File: src/rtl/alu_bist.sv
// Built-in self-test controller for a 32-bit ALU: replays a fixed 21-entry
// vector table into the ALU and reports pass/fail, error count and first failure.
module alu_bist #(
  parameter int WIDTH   = 32,
  parameter int NUM_VEC = 21,
  parameter int IDXW    = 5
) (
  input  logic             clk,
  input  logic             reset,
  input  logic             start,
  output logic [WIDTH-1:0] srca,
  output logic [WIDTH-1:0] srcb,
  output logic [2:0]       alucontrol,
  input  logic [WIDTH-1:0] aluout,
  input  logic             zero,
  output logic             busy,
  output logic             done,
  output logic             pass,
  output logic [IDXW-1:0]  err_count,
  output logic [IDXW-1:0]  first_fail_idx
);

  typedef enum logic [1:0] {S_IDLE, S_APPLY, S_CHECK, S_DONE} state_t;

  typedef struct packed {
    logic [2:0]  op;
    logic [31:0] a;
    logic [31:0] b;
    logic [31:0] res;
    logic        z;
  } vec_t;

  localparam logic [2:0] OP_AND = 3'b000;
  localparam logic [2:0] OP_OR  = 3'b001;
  localparam logic [2:0] OP_ADD = 3'b010;
  localparam logic [2:0] OP_SUB = 3'b110;
  localparam logic [2:0] OP_SLT = 3'b111;

  function automatic vec_t mk(input logic [2:0] op, input logic [31:0] a,
                              input logic [31:0] b, input logic [31:0] r,
                              input logic z);
    return {op, a, b, r, z};
  endfunction

  // Vector ROM; SLT entries probe the signed compare around the sign boundary.
  function automatic vec_t table_entry(input logic [IDXW-1:0] i);
    case (int'(i))
      0:       return mk(OP_ADD, 32'h0,        32'h0,        32'h0,        1'b1);
      1:       return mk(OP_ADD, 32'h0,        32'hFFFFFFFF, 32'hFFFFFFFF, 1'b0);
      2:       return mk(OP_ADD, 32'h1,        32'hFFFFFFFF, 32'h0,        1'b1);
      3:       return mk(OP_ADD, 32'hFF,       32'h1,        32'h100,      1'b0);
      4:       return mk(OP_SUB, 32'h0,        32'h0,        32'h0,        1'b1);
      5:       return mk(OP_SUB, 32'h0,        32'hFFFFFFFF, 32'h1,        1'b0);
      6:       return mk(OP_SUB, 32'h1,        32'h1,        32'h0,        1'b1);
      7:       return mk(OP_SUB, 32'h100,      32'h1,        32'hFF,       1'b0);
      8:       return mk(OP_SLT, 32'h0,        32'h0,        32'h0,        1'b1);
      9:       return mk(OP_SLT, 32'h0,        32'h1,        32'h1,        1'b0);
      10:      return mk(OP_SLT, 32'h0,        32'hFFFFFFFF, 32'h0,        1'b1);
      11:      return mk(OP_SLT, 32'h1,        32'h0,        32'h0,        1'b1);
      12:      return mk(OP_SLT, 32'hFFFFFFFF, 32'h0,        32'h1,        1'b0);
      13:      return mk(OP_AND, 32'hFFFFFFFF, 32'hFFFFFFFF, 32'hFFFFFFFF, 1'b0);
      14:      return mk(OP_AND, 32'hFFFFFFFF, 32'h12345678, 32'h12345678, 1'b0);
      15:      return mk(OP_AND, 32'h12345678, 32'h87654321, 32'h02244220, 1'b0);
      16:      return mk(OP_AND, 32'h0,        32'hFFFFFFFF, 32'h0,        1'b1);
      17:      return mk(OP_OR,  32'hFFFFFFFF, 32'hFFFFFFFF, 32'hFFFFFFFF, 1'b0);
      18:      return mk(OP_OR,  32'h12345678, 32'h87654321, 32'h97755779, 1'b0);
      19:      return mk(OP_OR,  32'h0,        32'hFFFFFFFF, 32'hFFFFFFFF, 1'b0);
      20:      return mk(OP_OR,  32'h0,        32'h0,        32'h0,        1'b1);
      default: return mk(OP_AND, 32'h0,        32'h0,        32'h0,        1'b1);
    endcase
  endfunction

  state_t            state_q;
  logic [IDXW-1:0]   idx_q;
  logic [WIDTH-1:0]  srca_q, srcb_q, exp_res_q;
  logic [2:0]        op_q;
  logic              exp_zero_q;
  logic              busy_q, done_q, pass_q;
  logic [IDXW-1:0]   err_q, ff_q;

  vec_t              vec;
  logic              mismatch;
  logic              last;
  logic [IDXW-1:0]   err_d;

  assign vec      = table_entry(idx_q);
  assign mismatch = (aluout != exp_res_q) || (zero != exp_zero_q);
  assign last     = (idx_q == IDXW'(NUM_VEC - 1));
  // Error counter saturates so a long faulty table can never wrap back to zero.
  assign err_d    = (mismatch && (err_q != '1)) ? err_q + IDXW'(1) : err_q;

  // NOTE: all state uses non-blocking assignments so every register samples
  // pre-edge values; reset is synchronous, so it lives inside the clocked branch.
  always_ff @(posedge clk) begin
    if (reset) begin
      state_q    <= S_IDLE;
      idx_q      <= '0;
      srca_q     <= '0;
      srcb_q     <= '0;
      op_q       <= '0;
      exp_res_q  <= '0;
      exp_zero_q <= 1'b0;
      busy_q     <= 1'b0;
      done_q     <= 1'b0;
      pass_q     <= 1'b0;
      err_q      <= '0;
      ff_q       <= '1;
    end else begin
      case (state_q)
        S_IDLE, S_DONE: begin
          if (start) begin
            idx_q   <= '0;
            err_q   <= '0;
            pass_q  <= 1'b0;
            ff_q    <= '1;
            done_q  <= 1'b0;
            busy_q  <= 1'b1;
            state_q <= S_APPLY;
          end
        end
        S_APPLY: begin
          srca_q     <= WIDTH'(vec.a);
          srcb_q     <= WIDTH'(vec.b);
          op_q       <= vec.op;
          exp_res_q  <= WIDTH'(vec.res);
          exp_zero_q <= vec.z;
          state_q    <= S_CHECK;
        end
        S_CHECK: begin
          err_q <= err_d;
          if (mismatch && (err_q == '0)) ff_q <= idx_q;
          if (last) begin
            busy_q  <= 1'b0;
            done_q  <= 1'b1;
            pass_q  <= (err_d == '0);
            state_q <= S_DONE;
          end else begin
            idx_q   <= idx_q + IDXW'(1);
            state_q <= S_APPLY;
          end
        end
        default: state_q <= S_IDLE;
      endcase
    end
  end

  assign srca           = srca_q;
  assign srcb           = srcb_q;
  assign alucontrol     = op_q;
  assign busy           = busy_q;
  assign done           = done_q;
  assign pass           = pass_q;
  assign err_count      = err_q;
  assign first_fail_idx = ff_q;

endmodule

File: config.mk
export PLATFORM = sky130hd
export DESIGN_NAME = alu_bist
export DESIGN_NICKNAME = d
export VERILOG_FILES = /design/src/rtl/alu_bist.sv
export SDC_FILE = /design/constraint.sdc
export NUM_CORES = 1
export LEC_CHECK = 0
export ABC_AREA = 1
export BUFFER_PORTS_ARGS = -buffer_cell sky130_fd_sc_hd__buf_2
export CAP_MARGIN = 10
export CORE_UTILIZATION = 34
export DETAILED_ROUTE_END_ITERATION = 7
export SYNTH_ARGS = -nofsm -noshare
export SYNTH_HDL_FRONTEND = slang
export SYNTH_SLANG_ARGS = --single-unit
File: constraint.sdc
create_clock -name clk -period 2.68 [get_ports clk]
set_input_delay 0.268 -clock clk [delete_from_list [all_inputs] [get_ports clk]]
set_output_delay 0.268 -clock clk [all_outputs]
set_load 0.005 [all_outputs]
Word level (Yosys, flattened, before mapping):

Memory sizes are Yosys's and may differ from the RTL's. A register that Yosys moved wholly into a read port is not among the register bits.
Index checks and enable logic that the tools add are counted.

* output and inout bits: 80
* bits of input ports: 36
* memories kept: 1
* register bits: 20
* logic and storage cells: 52
* bits in read-only memories: 3200

* reductions and logical operators: 12
* equal/unequal tests: 11
* add/subtract/negate cells: 2
* multiplexer cells: 19

Memories
* (no name shown): depth 32, width 100, rd ports 1, clocked after memory_dff 1, write ports 0, line 47 `case (int'(i))`

Operators by type and width (number)
* 32-bit != test: 1
* 5-bit one-hot mux with 2 select lines: 3
* 5-bit two-way mux: 5
* 5-bit by 1-bit adder with 5-bit output (second input constant): 2
* 5-bit logical NOT: 2
* 3-bit AND reduction: 3
* 2-bit != test (second input constant): 4
* 1-bit one-hot mux with 2 select lines: 3
* 2-bit one-hot mux with 3 select lines: 1
* 5-bit equality test (second input constant): 1
* 1-bit two-way mux: 5
* 5-bit != test (second input constant): 1
* 2-bit equality test (second input constant): 2
* 2-bit two-way mux: 2
* 2-bit by 1-bit equality test with 1-bit output (second input constant): 1
* 1-bit logical AND: 2
* 2-bit logical NOT: 1
* 2-bit AND reduction: 1
* 2-bit nonzero test: 1
* 2-bit OR reduction: 1
* 1-bit logical OR: 1
* 1-bit != test: 1

Logic depth before layout (Yosys ltp):

* word-level depth: 7
* gate-level depth with buffers: 16
* depth with buffers taken out: 16

Worst setup path before layout:

OpenSTA, ideal clock, no wires.

* path type: reg2reg
* from: register state_q[0]
* to: register idx_q[4]
* required time: 2566 ps
* data arrival time: 1723 ps
* setup slack: 842 ps
* path buffers: 0
* period minus slack after synthesis: 1838 ps
* setup time: 114 ps
* stages on the path, launching flop included: 13
* cell sequence: dfxtp_1 inv_1 ha_1 inv_1 nor2_1 inv_1 o21ai_1 inv_1 nand2_2 inv_1 nand4_1 xor2_1 nor2_1

* word-level cells in the longest chain between the ends: 4
* elaborated cells on any way between the ends: 9
* those cells by class: eq/ne: 4; mux: 1; reduce/logical: 4

Ends and longest elaborated chain
* start, declared: line 73 `state_t state_q;`
* start signal, assigned: line 96 `state_q <= S_IDLE;`
* start signal, assigned: line 118 `state_q <= S_APPLY;`
* start signal, assigned: line 127 `state_q <= S_CHECK;`
* 2-bit equality test / 2-bit logical NOT (equally long branches): line 109 `case (state_q)`
* 2-bit OR reduction: line 109
* 2-bit != test (no source line) / 2-bit nonzero test (equally long branches)
* 3-bit AND reduction (no source line)
* end signal, assigned: line 138 `idx_q <= idx_q + IDXW'(1);`
* end, declared: line 74 `logic [IDXW-1:0] idx_q;`

Several ways; a longest one is shown, not always the timed one.
A chain may end at the register's enable or synchronous reset.

Worst setup path in the final report:

Ends and elaborated chain as after synthesis.

==> impl_metrics.ini <==
[run_status]
outcome = complete, but fails checks
violations = DRC

[global_routing]
grt_pass1_wl_mm = 11.94
grt_max_degree = 24
antenna_found_initial = 0
gr-usage-all-layers_pct = 14.99
grt_pass1_vias = 2681
globalRouteOverflowTotal = 0

[synth]
synth_cell_type_count = 33
synthesis.area_mm2 = 0.003156
synth-edff-count = 0
synth_cells = 472
ys_seq_area_share_pct = 27.91
syn-num-nets = 522
yosys_most_used_dff = dfxtp_1
synth_seq_cells = 44
ys_warn_count = 0
syn_area_per_cell_um2 = 6.685
postSynth.asyncResetShare_pct = 0

[drt]
drt-pass1-iter-count = 7
initialDrtViolationCount = 161
vias_per_cell = 4.688
postRouteAntennaNets = 0
vias = 3000
post_drt_wl_per_cell_um = 11.26
drcViolationCount = 12
wirelength_mm = 7.204

[cts]
cts_tree = done
cts_max_path_buffers = 2
cts.sinks = 44
htree_levels = 2
clk_latency_ns = 0.30
clkTransAtPathRegs_ns = 0.08
ctsResizeCount = 0
cts_setup_buffers = 0
cts-buffers-inserted = 5
hold_buffers = 0
root_buffer = clkbuf_8

[setup_path]
crit_path_start_kind = flip-flop
cp_max_fo = 8
cp.arrival_ns = 2.36
worst_setup_path_end_kind = flip-flop
startpoint = state_q[0]
timing_worst_setup_path_type = flip-flop to flip-flop
cp.required_ns = 2.87
worstReg2RegStart = state_q[0]

[finish]
instances_no_fill = 640
multi_input_area_mm2 = 0.001572
fin_nets = 582
stdcell_area_mm2 = 0.003496
diodes = 0
n_fill_cell = 945
seq_area_um2 = 880.8
area_delta_synth_final_pct = 10.79
drive_gt1_share_pct = 26.50

[power]
switching_power_mw = 0.6942
vdd_drop_max_mv = 0.3848
p_leak_nw = 1.789
comb_power_share_pct = 35.6
power.share.clock_pct = 20.9
seq_power_share_pct = 43.5
p_int_mw = 1.205
powerDensity_mw_per_mm2 = 543.3
total_power_mw = 1.899
switching_share_pct = 36.55

[floorplanning]
die_x_um = 98.34
ios = 116
num_rows = 34
core_mm2 = 0.008848
die_h_um = 98.34
dieArea_mm2 = 0.009670
start_util_pct = 35.66

[sta]
period_share_pct = 80.66
setup_tns_ns = 0
drv_slew = 0
layout_min_cycle_time_ns = 2.162
worst_slew_pin_slew_ns = 0.6066
final.setup_skew_ns = 0.005443
relSlewSlack_pct = 59.29
rsz0062_at_grt = no
fmax_mhz = 462.6
setup_viol = 0
finalHoldViolations = 0

[hold_path]
hp-start = start
hold_path_class = input port to flip-flop

[placed_design]
hpwlAfterDp_mm = 5.598
gp_congestion = 0.9033
portBuffers = 115
place_area_mm2 = 0.003418
dp.cells = 633

[job]
drv_cap = 0
-- cells in the final DEF (no fill, tap or decap), drive strengths merged --
cell type,n
xnor2,13
nand2,123
buf,119
and3,1
ha,14
a221oi,1
a31oi,4
clkinv,2
o211ai,4
nand3b,1
a21oi,35
inv,59
o22ai,1
clkbuf,6
nor2,40
xor2,4
a211oi,4
nand4,4
o21ai,27
nand3,19
o221ai,4
nor3,1
o21bai,1
or2,1
dfxtp,44
-- flip-flops by register name, indices dropped and copies added (netlist names), 2 cells and up --
name / flops
alucontrol: 3
srcb: 5
srca: 6
idx_q: 5
first_fail_idx: 5
exp_res_q: 9
state_q: 2
err_count: 5
-- layer usage --
metal | GRT usage (%) | wire (µm) | vias to the layer above
met5 | 0 | 0 | -
met4 | 4.363 | 79 | 0
met3 | 2.362 | 475 | 10
met2 | 26.16 | 3310 | 108
met1 | 19.02 | 3339 | 1318
li1 | - | - | 1564
-- area by class of cell --
| class | instances | share of cell area [%] |
|---|---|---|
| Clock buffer | 6 | 2.076 |
| Clock inverter | 1 | 0.1432 |
| Inverter | 60 | 6.442 |
| Multi-Input combinational cell | 302 | 44.95 |
| Sequential cell | 44 | 25.20 |
| Tap cell | 108 | 3.865 |
| Timing Repair Buffer | 119 | 17.32 |
-- final timing paths --
check                            to  slack (ns)  depth (start not counted)
setup / recovery           idx_q[4]        0.52                         12
hold / removal           state_q[1]        0.28                          4
setup reg to reg           idx_q[4]        0.52                         12
hold reg to reg   first_fail_idx[3]        0.46                          2
-- synth_stat cells, types with 2 or more instances --
cell type	number	area share, %
a211oi_1	4	0.95
a21oi_1	33	5.2
a21oi_2	2	0.56
a31oi_1	4	0.79
buf_4	53	13
buf_6	4	1.4
clkbuf_1	8	0.95
dfxtp_1	44	28
ha_1	14	5.6
inv_1	56	6.7
inv_2	3	0.36
nand2_1	117	14
nand2_2	5	0.99
nand3_1	19	3.0
nand4_1	4	0.79
nor2_1	36	4.3
nor2_2	4	0.79
o211ai_1	4	0.95
o21ai_0	26	4.1
o221ai_1	4	1.1
xnor2_1	13	3.6
xor2_1	4	1.1
-- power by group through the flow --
stage	logic, mW	registers (mW)	clock network [mW]
3_3_place_gp	0.672	0.839	0
6_report	0.677	0.826	0.397
4_1_cts	0.681	0.829	0.405
3_5_place_dp	0.675	0.844	0
2_1_floorplan	0.562	0.824	0
5_1_grt	0.766	0.844	0.431
-- critical path, cell delays in order, from the launching register on --
cell	delay (ns)
dfxtp_1	0.38
inv_1	0.06
ha_1	0.29
inv_1	0.05
nor2_1	0.17
inv_1	0.10
o21ai_1	0.34
inv_1	0.14
nand2_2	0.16
inv_1	0.07
nand4_1	0.08
xor2_1	0.16
nor2_1	0.05
-- logic make-up after synthesis --
kind of cell | synth area share [%]
DFF | 27.91
buffers and inverters | 22.28
AOI/OAI and AO/OA | 14.59
adders and majority gates | 5.551
xor gates and xnor gates | 4.718
and+or+nand+nor | 24.94
-- metrics by stage --
step	hold WS, ns	util, %	setup slack, ns
2_1_floorplan	0.3465	-	0.8422
3_3_place_gp	0.4400	38.63	0.6117
3_5_place_dp	0.4436	38.63	0.5359
4_1_cts	0.2663	39.51	0.5157
5_1_grt	0.2977	39.51	0.2929
6_report	0.2769	39.51	0.5183
Power figures use the tool's default switching activity.
